[src/rtl/sram_arbiter_if.sv]
// rtl/sram_arbiter_if.sv - command/response bundle between the arbiter and the SRAM controller
//
// Purpose : groups the single-transaction controller handshake so the arbiter
//           and the controller (or a bench model of it) connect with one port.
// Signals :
//   mem    command strobe, one cycle per transaction      (arbiter -> controller)
//   rw     direction, 1=read 0=write                      (arbiter -> controller)
//   addr   AW-bit address                                 (arbiter -> controller)
//   wdata  DW-bit write data                              (arbiter -> controller)
//   ready  controller idle/ready                          (controller -> arbiter)
//   rdata  DW-bit registered read data                    (controller -> arbiter)
// Modports: master = arbiter side, slave = controller side.

interface sram_arbiter_if #(
    parameter int AW = 19,
    parameter int DW = 8
);
    logic          mem;
    logic          rw;
    logic [AW-1:0] addr;
    logic [DW-1:0] wdata;
    logic          ready;
    logic [DW-1:0] rdata;

    modport master (
        output mem,
        output rw,
        output addr,
        output wdata,
        input  ready,
        input  rdata
    );

    modport slave (
        input  mem,
        input  rw,
        input  addr,
        input  wdata,
        output ready,
        output rdata
    );
endinterface

[src/rtl/sram_arbiter.sv]
// rtl/sram_arbiter.sv - two-port round-robin arbiter in front of a single SRAM controller
//
// Purpose : shares one SRAM controller between two requesters. One transaction
//           is in flight at a time; grants alternate when both ports contend.
//           Every output is a register.
// Ports   :
//   clk               system clock
//   reset             asynchronous, active-low reset
//   req0/req1         request, held by the requester until its done pulse
//   rw0/rw1           direction, 1=read 0=write
//   addr0/addr1       AW-bit address
//   wdata0/wdata1     DW-bit write data
//   done0/done1       one-cycle completion pulse to the owning port
//   rdata0/rdata1     read data, held until that port's next read completes
//   busy              high whenever the FSM is not IDLE
//   err               watchdog pulse, coincident with done (constant 0 by default)
//   ctrl              sram_arbiter_if.master towards the controller
// Option  : define SRAM_ARB_TIMEOUT_EN to enable the WAIT watchdog of TIMEOUT cycles.

module sram_arbiter #(
    parameter int AW      = 19,
    parameter int DW      = 8,
    parameter int TIMEOUT = 15
) (
    input  logic          clk,
    input  logic          reset,

    input  logic          req0,
    input  logic          rw0,
    input  logic [AW-1:0] addr0,
    input  logic [DW-1:0] wdata0,
    output logic          done0,
    output logic [DW-1:0] rdata0,

    input  logic          req1,
    input  logic          rw1,
    input  logic [AW-1:0] addr1,
    input  logic [DW-1:0] wdata1,
    output logic          done1,
    output logic [DW-1:0] rdata1,

    output logic          busy,
    output logic          err,

    sram_arbiter_if.master ctrl
);

    typedef enum logic [1:0] {
        IDLE  = 2'd0,
        ISSUE = 2'd1,
        WAIT  = 2'd2,
        DONE  = 2'd3
    } state_t;

    state_t state;
    logic   owner;       // port that holds the current transaction
    logic   last_grant;  // port granted most recently; loses the next tie
    logic   wait_first;  // first WAIT cycle: controller has not left idle yet
    logic   pick;        // port that would be granted this cycle

`ifdef SRAM_ARB_TIMEOUT_EN
    // At least 4 bits, wide enough to hold TIMEOUT-1.
    localparam int CW = ($clog2(TIMEOUT + 1) < 4) ? 4 : $clog2(TIMEOUT + 1);
    logic [CW-1:0] wait_cnt;
`else
    // TIMEOUT is kept in the parameter list so both builds share one instance signature.
    logic [31:0] unused_timeout;
    assign unused_timeout = TIMEOUT;
`endif

    // A single requester wins outright; on a tie the port that was not granted last wins.
    assign pick = (req0 && req1) ? ~last_grant : req1;

    always_ff @(posedge clk or negedge reset) begin
        if (!reset) begin
            state      <= IDLE;
            owner      <= 1'b0;
            last_grant <= 1'b1;
            wait_first <= 1'b0;
            ctrl.mem   <= 1'b0;
            ctrl.rw    <= 1'b1;
            ctrl.addr  <= '0;
            ctrl.wdata <= '0;
            done0      <= 1'b0;
            done1      <= 1'b0;
            rdata0     <= '0;
            rdata1     <= '0;
            busy       <= 1'b0;
            err        <= 1'b0;
`ifdef SRAM_ARB_TIMEOUT_EN
            wait_cnt   <= '0;
`endif
        end else begin
            // Pulsed outputs default low; they are raised only on the edge into DONE.
            done0 <= 1'b0;
            done1 <= 1'b0;
            err   <= 1'b0;

            case (state)
                IDLE: begin
                    // A grant needs the controller idle as well, so a cycle left
                    // running across a reset is allowed to finish first.
                    if (ctrl.ready && (req0 || req1)) begin
                        owner      <= pick;
                        last_grant <= pick;
                        ctrl.rw    <= pick ? rw1    : rw0;
                        ctrl.addr  <= pick ? addr1  : addr0;
                        ctrl.wdata <= pick ? wdata1 : wdata0;
                        ctrl.mem   <= 1'b1;
                        busy       <= 1'b1;
                        state      <= ISSUE;
                    end
                end

                ISSUE: begin
                    ctrl.mem   <= 1'b0;
                    wait_first <= 1'b1;
`ifdef SRAM_ARB_TIMEOUT_EN
                    wait_cnt   <= '0;
`endif
                    state      <= WAIT;
                end

                WAIT: begin
                    wait_first <= 1'b0;
                    // ready is still the pre-command idle level on the first
                    // WAIT cycle, so it only counts from the second one on.
                    if (!wait_first && ctrl.ready) begin
                        state <= DONE;
                        if (owner) begin
                            done1 <= 1'b1;
                            if (ctrl.rw) begin
                                rdata1 <= ctrl.rdata;
                            end
                        end else begin
                            done0 <= 1'b1;
                            if (ctrl.rw) begin
                                rdata0 <= ctrl.rdata;
                            end
                        end
                    end
`ifdef SRAM_ARB_TIMEOUT_EN
                    else if (wait_cnt == CW'(TIMEOUT - 1)) begin
                        // Watchdog expiry: complete without touching read data.
                        state <= DONE;
                        err   <= 1'b1;
                        if (owner) begin
                            done1 <= 1'b1;
                        end else begin
                            done0 <= 1'b1;
                        end
                    end else begin
                        wait_cnt <= wait_cnt + 1'b1;
                    end
`endif
                end

                DONE: begin
                    // No grant here: this leaves one idle gap cycle between transactions.
                    busy  <= 1'b0;
                    state <= IDLE;
                end

                default: begin
                    state <= IDLE;
                    busy  <= 1'b0;
                end
            endcase
        end
    end

endmodule

[src/flat_wrapper.sv]
// flat-port wrapper written by rule: the top's interface ports become plain ports
module sram_arbiter_flat 
#(
    parameter int AW      = 19,
    parameter int DW      = 8,
    parameter int TIMEOUT = 15
)
  (clk, reset, req0, rw0, addr0, wdata0, done0, rdata0, req1, rw1, addr1, wdata1, done1, rdata1, busy, err, ctrl_mem, ctrl_rw, ctrl_addr, ctrl_wdata, ctrl_ready, ctrl_rdata);
  sram_arbiter_if #(.AW(AW), .DW(DW)) ctrl_i ();
  input  logic clk;
  input  logic reset;
  input  logic req0;
  input  logic rw0;
  input  logic [AW-1:0] addr0;
  input  logic [DW-1:0] wdata0;
  output logic done0;
  output logic [DW-1:0] rdata0;
  input  logic req1;
  input  logic rw1;
  input  logic [AW-1:0] addr1;
  input  logic [DW-1:0] wdata1;
  output logic done1;
  output logic [DW-1:0] rdata1;
  output logic busy;
  output logic err;
  output wire logic [$bits(ctrl_i.mem)-1:0] ctrl_mem;
  output wire logic [$bits(ctrl_i.rw)-1:0] ctrl_rw;
  output wire logic [$bits(ctrl_i.addr)-1:0] ctrl_addr;
  output wire logic [$bits(ctrl_i.wdata)-1:0] ctrl_wdata;
  input wire logic [$bits(ctrl_i.ready)-1:0] ctrl_ready;
  input wire logic [$bits(ctrl_i.rdata)-1:0] ctrl_rdata;
  assign ctrl_mem = ctrl_i.mem;
  assign ctrl_rw = ctrl_i.rw;
  assign ctrl_addr = ctrl_i.addr;
  assign ctrl_wdata = ctrl_i.wdata;
  assign ctrl_i.ready = ctrl_ready;
  assign ctrl_i.rdata = ctrl_rdata;
  sram_arbiter #(.AW(AW), .DW(DW), .TIMEOUT(TIMEOUT)) u_core (.clk(clk), .reset(reset), .req0(req0), .rw0(rw0), .addr0(addr0), .wdata0(wdata0), .done0(done0), .rdata0(rdata0), .req1(req1), .rw1(rw1), .addr1(addr1), .wdata1(wdata1), .done1(done1), .rdata1(rdata1), .busy(busy), .err(err), .ctrl(ctrl_i));
endmodule
[config.mk]
export PLATFORM = sky130hd
export DESIGN_NAME = sram_arbiter_flat
export DESIGN_NICKNAME = d
export VERILOG_FILES = /design/src/rtl/sram_arbiter_if.sv /design/src/rtl/sram_arbiter.sv /design/src/flat_wrapper.sv
export SDC_FILE = /design/constraint.sdc
export NUM_CORES = 1
export LEC_CHECK = 0
export CAP_MARGIN = 0
export CORE_MARGIN = 2
export CORE_UTILIZATION = 40
export DETAILED_ROUTE_END_ITERATION = 8
export MAX_ROUTING_LAYER = met4
export PLACE_DENSITY = 0.81
export REMOVE_ABC_BUFFERS = 1
export SKIP_CTS_REPAIR_TIMING = 1
export SYNTH_ARGS = -nofsm -noshare
export SYNTH_HDL_FRONTEND = slang
export SYNTH_SLANG_ARGS = --single-unit
[constraint.sdc]
create_clock -name clk -period 1.8 [get_ports clk]
set_input_delay 0.54 -clock clk [delete_from_list [all_inputs] [get_ports clk]]
set_output_delay 0.54 -clock clk [all_outputs]
set_load 0.02 [all_outputs]
==> metrics.cfg, run 1 <==
[run_status]
outcome = complete, no violations

[cells_and_area]
layout_common_cells = clkdlybuf4s50_1, dfrtp_1, dlymetal6s2s_1
n_antenna_cell = 0
fill_cells = 472
mostFrequentLayoutCell = clkdlybuf4s50_1
area_growth_pct = 65.2
drive_above_1_share = 0.140
finish.instance_area_mm2 = 0.00396
postLayoutCoreUtil = 0.677
layout.cells.non_filler = 397
nets = 396

[clock_tree]
cts_max_level = 2
cts-root-buf = clkbuf_8
cts_buffers = 5
clkSinkCount = 53
cts_tree = built
cts_max_path_buffers = 2
clock_latency_ns = 0.30
path_clk_slew_ns = 0.09

[drt]
drt_first_pass_iters = 2
viasPerCell = 4.71
detail_route.wl_per_cell_um = 13.5
routed_wirelength_mm = 5.35
num_vias = 1868
drc_errors = 0
final_antenna_net_count = 0
drt_iter0_markers = 54

[pwr]
peakVddDrop_mv = 0.750
p_leak_nw = 2.48
power_density_mw_per_mm2 = 1370
power_mw = 5.43

[sta]
skew_ns = 0.00563
report.final.hold_viol_count = 0
rsz0062_at_grt = no
report.final.slew_viol_count = 0
fin_crit_sh = 0.907
whs_ns = 0.222
fmax_mhz = 613
fin_crit_ns = 1.63
setup_viol = 0

[place]
port-buffer-count = 116
dpl.cell_count = 389
place_congestion = 0.735
place_area_mm2 = 0.00372
dp_hpwl_mm = 4.10

[synthesis]
synth-xor-area-share = 0
synthSimpleGateAreaFrac = 0.0819
synthArstFlopShare = 1.00
synth_seq_cells = 53
synth_edf_count = 0
synth_top_family_by_area = multiplexers
synth_cell_types = 25
syn_inst = 198
synthAdderAreaFrac = 0.0313
muxShareOfSynthArea = 0.210
synth_area_per_cell_um2 = 12.1
syn_area_mm2 = 0.00240
synthFlopType = dfrtp_1
ys_seq_area_frac = 0.554
synth_compound_area_frac = 0.0861
synth_warnings = 0

[critical_path]
worst-setup-path-type = in -> reg
crit_required_ns = 1.99
worstSetupStartpointType = primary input
cp-startpoint = req0
crit_fanout = 10
end_kind = flip-flop
r2r-start = u_core.state[0]
critPathArrivalTime_ns = 1.83

[floorplanning]
dieArea_mm2 = 0.00663
die_h_um = 81.4
start_util = 0.410
die_x_um = 81.4
rows = 28
core_area_mm2 = 0.00585
num_io_pins = 118

[flow_run]
maxCapViolations = 0

[grt]
grt_max_degree = 54
overflow = 0
grt_use_total = 0.172
grt_pass1_wl_mm = 8.42
antenna_found_initial = 0
grt_pass1_vias = 1812

[min_path]
hp-class = in -> async

==> worst paths after layout <==
path	slack, ns	endpoint	cells after the start
min reg2reg	0.48	u_core.ctrl.wdata[3]	2
max reg2reg	0.30	u_core.state[1]	5
max in group asynchronous	1.30	u_core.ctrl.rw	2
min in group clk	0.48	u_core.ctrl.wdata[3]	2
min	0.22	u_core.state[0]	2
max	0.17	u_core.ctrl.addr[8]	5
==> worst max-delay path: stages <==
cell and delay (ns):
clkdlybuf4s50_1 0.56, a21bo_1 0.20, buf_4 0.23, mux2i_1 0.22, o21ai_1 0.08
==> logic make-up after synthesis <==
family                   after synthesis
multiplexers                          48
other                                  1
adder cells (fa/ha/maj)                6
buffers and inverters                 15
AO/OA/AOI/OAI                         36
AND/OR/NAND/NOR                       39
flip-flops                            53
==> area by class of cell <==
cell class              count  area [µm²]  share of cell area
clock buffers               6        82.6              0.0209
clock inverters             2        37.5             0.00948
inverters                   4        15.0             0.00379
multi-input cells         130         993               0.251
flip-flops and latches     53        1330               0.336
well taps                  75        93.8              0.0237
repair buffers            127        1410               0.356
==> metal layers <==
metal  up-vias  wire length, µm  share of wire  GRT usage
li1        926                -              -          -
met1       867             2060           0.39      0.204
met2        69             2820           0.53      0.287
met3         6              413          0.077     0.0516
met4         0               59          0.011     0.0458
met5         -                0              0          -
==> report_power, final <==
| group | switching (mW) | internal (mW) | total, mW |
|---|---|---|---|
| Combinational | 1.32 | 1.33 | 2.65 |
| Sequential | 0.260 | 1.69 | 1.95 |
| Clock | 0.378 | 0.452 | 0.830 |
| Total | 1.96 | 3.47 | 5.43 |
==> registers in the layout, indices dropped and copies added (netlist names) <==
register and cells:
u_core.wait_first 1, u_core.busy 1, u_core.ctrl.wdata 8, u_core.ctrl.addr 19
u_core.state 2, u_core.rdata1 8, u_core.rdata0 8, u_core.done1 1
u_core.ctrl.mem 1, u_core.owner 1, u_core.ctrl.rw 1, u_core.done0 1
u_core.last_grant 1
==> cell usage after synthesis (all sizes together) (2+ instances only) <==
| cell | number | area share |
|---|---|---|
| nor2 | 2 | 0.0031 |
| dfstp | 2 | 0.022 |
| inv | 4 | 0.0063 |
| clkbuf | 6 | 0.0094 |
| nand2 | 31 | 0.049 |
| buf | 5 | 0.019 |
| ha | 6 | 0.031 |
| mux2i | 30 | 0.13 |
| mux2 | 18 | 0.085 |
| o21ai | 32 | 0.067 |
| dfrtp | 51 | 0.53 |
==> metrics by stage <==
stage / setup WS [ns] / TNS, ns
after detailed placement: -0.150 / -5.74
after floorplan: -0.369 / -9.00
final: 0.168 / 0
after global placement: -0.124 / -4.98
after CTS: -0.200 / -1.30
after global routing: 0.105 / 0
Power figures use the tool's default switching activity.
==> inputs of run 2 (changes only) <==
--- a/config.mk
+++ b/config.mk
@@ -6,13 +6,13 @@
 export NUM_CORES = 1
 export LEC_CHECK = 0
 export CAP_MARGIN = 0
+export CORE_ASPECT_RATIO = 1.4
 export CORE_MARGIN = 2
 export CORE_UTILIZATION = 40
 export DETAILED_ROUTE_END_ITERATION = 8
 export MAX_ROUTING_LAYER = met4
 export PLACE_DENSITY = 0.81
 export REMOVE_ABC_BUFFERS = 1
-export SKIP_CTS_REPAIR_TIMING = 1
 export SYNTH_ARGS = -nofsm -noshare
 export SYNTH_HDL_FRONTEND = slang
 export SYNTH_SLANG_ARGS = --single-unit
==> metrics.cfg, run 2 (synthesis gave the netlist of run 1 again) <==
[run_status]
outcome = complete, no violations

[drt]
final_antenna_net_count = 0  ; unchanged
viasPerCell = 4.82  ; +2.4%
drc_errors = 0  ; unchanged
drt_iter0_markers = 95  ; +76%
num_vias = 1884  ; +0.86%
detail_route.wl_per_cell_um = 13.3  ; -1.1%
drt_first_pass_iters = 3  ; +1
routed_wirelength_mm = 5.22  ; -2.6%

[pwr]
p_switching_mw = 1.98  ; +1.0%
p_int_mw = 3.09  ; -11%
p_clk_frac = 0.137  ; -0.016
power_density_mw_per_mm2 = 1350  ; -1.8%
seqPwrFrac = 0.382  ; +0.023
p_sw_frac = 0.390  ; +0.0297
p_leak_nw = 1.98  ; -20%
peakVddDrop_mv = 0.693  ; -7.6%
comb_power_share = 0.481  ; -0.007

[grt]
grt_pass1_vias = 1951  ; +7.7%
grt_pass1_wl_mm = 8.71  ; +3.4%
grt_use_total = 0.167  ; -0.00508
grt_max_degree = 54  ; unchanged
antenna_found_initial = 0  ; unchanged
overflow = 0  ; unchanged

[sta]
report.final.slew_viol_count = 0  ; unchanged
fin_crit_sh = 0.944  ; +0.0370
fin_crit_ns = 1.70  ; +0.0667 ns
skew_ns = 0.00489  ; -0.000739 ns
fmax_mhz = 589  ; -3.9%
report.final.hold_viol_count = 0  ; unchanged
rsz0062_at_grt = no
setup_viol = 0  ; unchanged

[cells_and_area]
fill_cells = 476  ; +0.85%
layout.cells.non_filler = 391  ; -1.5%
area_growth_pct = 57.0
n_antenna_cell = 0  ; unchanged
regArea_mm2 = 0.00133  ; unchanged
largest_reg_flops = 19  ; unchanged
mostFrequentLayoutCell = clkdlybuf4s50_1
drive_above_1_share = 0.137  ; -0.00268
regMostFlops = u_core.ctrl.addr
nets = 395  ; -0.25%
multiInputGateArea_um2 = 993  ; unchanged
postLayoutCoreUtil = 0.647  ; -0.0302
layout_common_cells = clkdlybuf4s50_1, dfrtp_1, dlygate4sd2_1

[place]
dpl.cell_count = 383  ; -1.5%
dp_hpwl_mm = 4.13  ; +0.89%
place_congestion = 0.754  ; +2.5%
port-buffer-count = 116  ; unchanged

[critical_path]
crit_required_ns = 1.26  ; -0.73 ns
critical_path.cell_chain = dlygate4sd2_1
end_kind = primary output
crit_fanout = 2  ; -8
crit_path_max_incr_delay_ns = 0.53  ; -0.03 ns
cp_slowest_cell = dfstp_2
worst-setup-path-type = reg -> out
critPathBufInv = 1  ; -1
critPathArrivalTime_ns = 1.16  ; -0.67 ns
worstSetupStartpointType = flip-flop
path_delay_family = flip-flops

[floorplanning]
core_area_mm2 = 0.00582  ; -0.49%
rows = 33  ; +18%
die_x_um = 69.4  ; -15%
start_util = 0.412  ; +0.00203
num_io_pins = 118  ; unchanged
die_h_um = 95.6  ; +17%
dieArea_mm2 = 0.00664  ; +0.14%

[min_path]
hp-class = in -> async

[clock_tree]
cts_max_path_buffers = 2  ; unchanged
cts_buffers = 5  ; unchanged
cts-root-buf = clkbuf_8
path_clk_slew_ns = 0.10  ; about the same
cts_max_level = 2  ; unchanged
clkSinkCount = 53  ; unchanged
cts_tree = built
clock_latency_ns = 0.30  ; about the same

[flow_run]
maxCapViolations = 0  ; unchanged

-- run 2: changes by cell type in the layout (fill, tap and decap cells not counted), moves of 2 or more --
cell | previous run | this run
dlygate4sd2_1 | 0 | 45
dlymetal6s2s_1 | 48 | 3
buf_4 | 7 | 5
clkinv_4 | 0 | 2
-- run 2: per-layer routing --
layer	global-route usage	vias up	part of all wire
met5	-	-	0
met4	0.0556	0	0.012
met3	0.0444	6	0.066
met2	0.300	71	0.55
met1	0.180	883	0.37
li1	-	924	-
-- run 2: metrics by stage --
stage | worst slack, ns | power [mW] | setup TNS [ns] | instance area (µm²) | hold slack [ns]
CTS | 0.000548 | 5.16 | 0 | 3760 | 0.219
global route | 0.0516 | 5.43 | 0 | 3760 | 0.233
finish | 0.101 | 5.07 | 0 | 3760 | 0.213
global placement | -0.179 | 4.69 | -4.85 | 3720 | 0.466
floorplan | -0.369 | 3.37 | -9.00 | 2330 | 0.244
detailed placement | -0.196 | 4.76 | -5.50 | 3720 | 0.475
-- run 2: final timing paths --
kind | startpoint | to | slack (ns) | depth (start not counted)
max in group asynchronous | reset | u_core.ctrl.rw | 1.29 | 2
hold reg to reg | u_core.ctrl.addr[17] | u_core.ctrl.addr[17] | 0.49 | 2
hold / removal | reset | u_core.ctrl.mem | 0.21 | 2
min in group clk | u_core.ctrl.addr[17] | u_core.ctrl.addr[17] | 0.49 | 2
setup / recovery | u_core.ctrl.rw | ctrl_rw | 0.10 | 1
setup reg to reg | u_core.state[0] | u_core.state[1] | 0.31 | 5
-- run 2: layout make-up --
class | instances | area share
Clock buffer | 5 | 0.0183
Clock inverter | 3 | 0.00698
Inverter | 4 | 0.00399
Multi-Input combinational cell | 130 | 0.264
Sequential cell | 53 | 0.353
Tap cell | 70 | 0.0233
Timing Repair Buffer | 126 | 0.331
-- run 2: power groups by stage --
stage / clock (mW) / sequential, mW / combinational (mW)
after global routing: 0.760 / 2.01 / 2.66
after global placement: 0 / 1.97 / 2.72
final: 0.693 / 1.94 / 2.44
after floorplan: 0 / 2.51 / 0.854
after CTS: 0.722 / 1.95 / 2.49
after detailed placement: 0 / 1.99 / 2.78
-- run 2: timing repair --
action | in CTS | in global routing
gates resized for setup | 45 | 3
hold buffers | 0 | 0
setup buffers | 0 | 0
gates cloned | 0 | 0
endpoints found under the setup margin | 45 | 3
==> inputs of run 3 (changes only) <==
--- a/config.mk
+++ b/config.mk
@@ -10,6 +10,7 @@
 export CORE_MARGIN = 2
 export CORE_UTILIZATION = 40
 export DETAILED_ROUTE_END_ITERATION = 8
+export GPL_TIMING_DRIVEN = 0
 export MAX_ROUTING_LAYER = met4
 export PLACE_DENSITY = 0.81
 export REMOVE_ABC_BUFFERS = 1
==> metrics.cfg, run 3 (synthesis gave the netlist of run 1 again) <==
[pwr]
p_leak_nw = 1.98  ; +0.18%
power_mw = 5.22  ; +3.0%
power_density_mw_per_mm2 = 1400  ; +4.3%
peakVddDrop_mv = 0.715  ; +3.2%

[cells_and_area]
largest_reg_flops = 19  ; unchanged
fill_cells = 477  ; +0.21%
mostFrequentLayoutCell = clkdlybuf4s50_1
nets = 387  ; -2.0%
layout_common_cells = clkdlybuf4s50_1, dfrtp_1, dlygate4sd2_1
n_antenna_cell = 0  ; unchanged
area_growth_pct = 55.2
regMostFlops = u_core.ctrl.addr
drive_above_1_share = 0.125  ; -0.0125
layout.cells.non_filler = 383  ; -2.0%

[sta]
slew_headroom = 0.572
tightest_slew_ns = 0.639
report.final.slew_viol_count = 0  ; unchanged
setup_tns_ns = 0  ; unchanged
rsz0062_at_grt = no
report.final.hold_viol_count = 0  ; unchanged
skew_ns = 0.00494  ; +0.0000580 ns
fin_crit_ns = 1.70  ; +0.00422 ns
fmax_mhz = 587  ; -0.25%
fin_crit_sh = 0.946  ; +0.00234
setup_viol = 0  ; unchanged

[critical_path]
end_kind = flip-flop
critPathArrivalTime_ns = 1.89  ; +0.73 ns
cp-startpoint = ctrl_ready
r2r-start = u_core.state[0]
critPathBufInv = 1  ; unchanged
crit_fanout = 5  ; +3
worst-setup-path-type = in -> reg
crit_required_ns = 1.99  ; +0.73 ns
critical_path.cell_chain = clkdlybuf4s50_1, and2b_4, a2bb2oi_2, mux2_2
cp_slowest_cell = clkdlybuf4s50_1
path_delay_family = buffers and inverters
worstSetupStartpointType = primary input
crit_path_max_incr_delay_ns = 0.55  ; +0.02 ns

[floorplanning]
num_io_pins = 118  ; unchanged
start_util = 0.412  ; unchanged
dieArea_mm2 = 0.00664  ; unchanged
die_h_um = 95.6  ; unchanged
die_x_um = 69.4  ; unchanged
rows = 33  ; unchanged
core_area_mm2 = 0.00582  ; unchanged

[place]
dpl.cell_count = 375  ; -2.1%
dp_hpwl_mm = 3.99  ; -3.6%
place_congestion = 0.727  ; -3.6%
port-buffer-count = 116  ; unchanged

[grt]
overflow = 0  ; unchanged
grt_pass1_wl_mm = 8.55  ; -1.8%
grt_pass1_vias = 1885  ; -3.4%
grt_max_degree = 40  ; -26%
grt_use_total = 0.167  ; -0.000662
antenna_found_initial = 0  ; unchanged

[drt]
num_vias = 1847  ; -2.0%
viasPerCell = 4.82  ; about the same
routed_wirelength_mm = 5.06  ; -3.0%
drt_iter0_markers = 62  ; -35%
drt_first_pass_iters = 4  ; +1
detail_route.wl_per_cell_um = 13.2  ; -0.98%
drc_errors = 0  ; unchanged
final_antenna_net_count = 0  ; unchanged

[min_path]
hp-class = in -> async

[clock_tree]
cts_max_path_buffers = 2  ; unchanged
cts_max_level = 2  ; unchanged
cts-root-buf = clkbuf_8
cts_tree = built
clkSinkCount = 53  ; unchanged
cts_buffers = 5  ; unchanged
clock_latency_ns = 0.30  ; about the same
path_clk_slew_ns = 0.09  ; about the same
post_cts_buffers = 0  ; unchanged

[run_status]
outcome = complete, no violations

[flow_run]
maxCapViolations = 0  ; unchanged

==> run 3: area by class of cell <==
type                    count  area (µm²)  share of cell area
clock inverters             3        65.1              0.0175
multi-input cells         130        1000               0.269
flip-flops and latches     53        1330               0.357
repair buffers            118        1150               0.310
well taps                  70        87.6              0.0235
clock buffers               5        68.8              0.0185
inverters                   4        15.0             0.00404
==> run 3: through the flow <==
stage | util | hold WS (ns) | instance area (µm²) | setup WS (ns)
after floorplan | - | 0.244 | 2330 | -0.369
after global placement | 0.614 | 0.466 | 3580 | -1.34
after detailed placement | 0.622 | 0.474 | 3620 | -0.975
after CTS | 0.637 | 0.255 | 3710 | 0.000140
after global routing | 0.639 | 0.282 | 3720 | 0.0574
final | 0.639 | 0.237 | 3720 | 0.0966
==> run 3: path summary, 6_finish.rpt <==
check | depth (start not counted) | slack [ns] | to
max | 4 | 0.1 | u_core.state[1]
min | 1 | 0.24 | u_core.state[0]
max reg2reg | 5 | 0.18 | u_core.last_grant
min reg2reg | 2 | 0.48 | u_core.ctrl.wdata[6]
max in group asynchronous | 2 | 1.01 | u_core.ctrl.wdata[5]
min in group clk | 2 | 0.48 | u_core.ctrl.wdata[6]
==> run 3: repair_timing <==
item                                   in CTS  in global routing
endpoints found under the hold margin       0                  0
setup endpoints to repair                  72                  9
gates resized for setup                    47                  8
pin swaps                                   1                  0
hold buffers                                0                  0
==> run 3: worst register-to-register path: stages (launching register included) <==
cell and delay [ns]:
dfrtp_1 0.42, inv_1 0.16, ha_2 0.27, o211ai_4 0.24, buf_12 0.26, o21ai_0 0.20
==> run 3: per-layer routing <==
| layer | up-vias | track usage | share of wire |
|---|---|---|---|
| met5 | - | - | 0 |
| met4 | 0 | 0.0490 | 0.012 |
| met3 | 5 | 0.0359 | 0.061 |
| met2 | 67 | 0.312 | 0.55 |
| met1 | 862 | 0.176 | 0.38 |
| li1 | 913 | - | - |
==> run 3: power breakdown <==
part           internal (mW)  switching (mW)
sequential              1.69           0.261
clock                  0.552           0.376
combinational           1.05            1.29
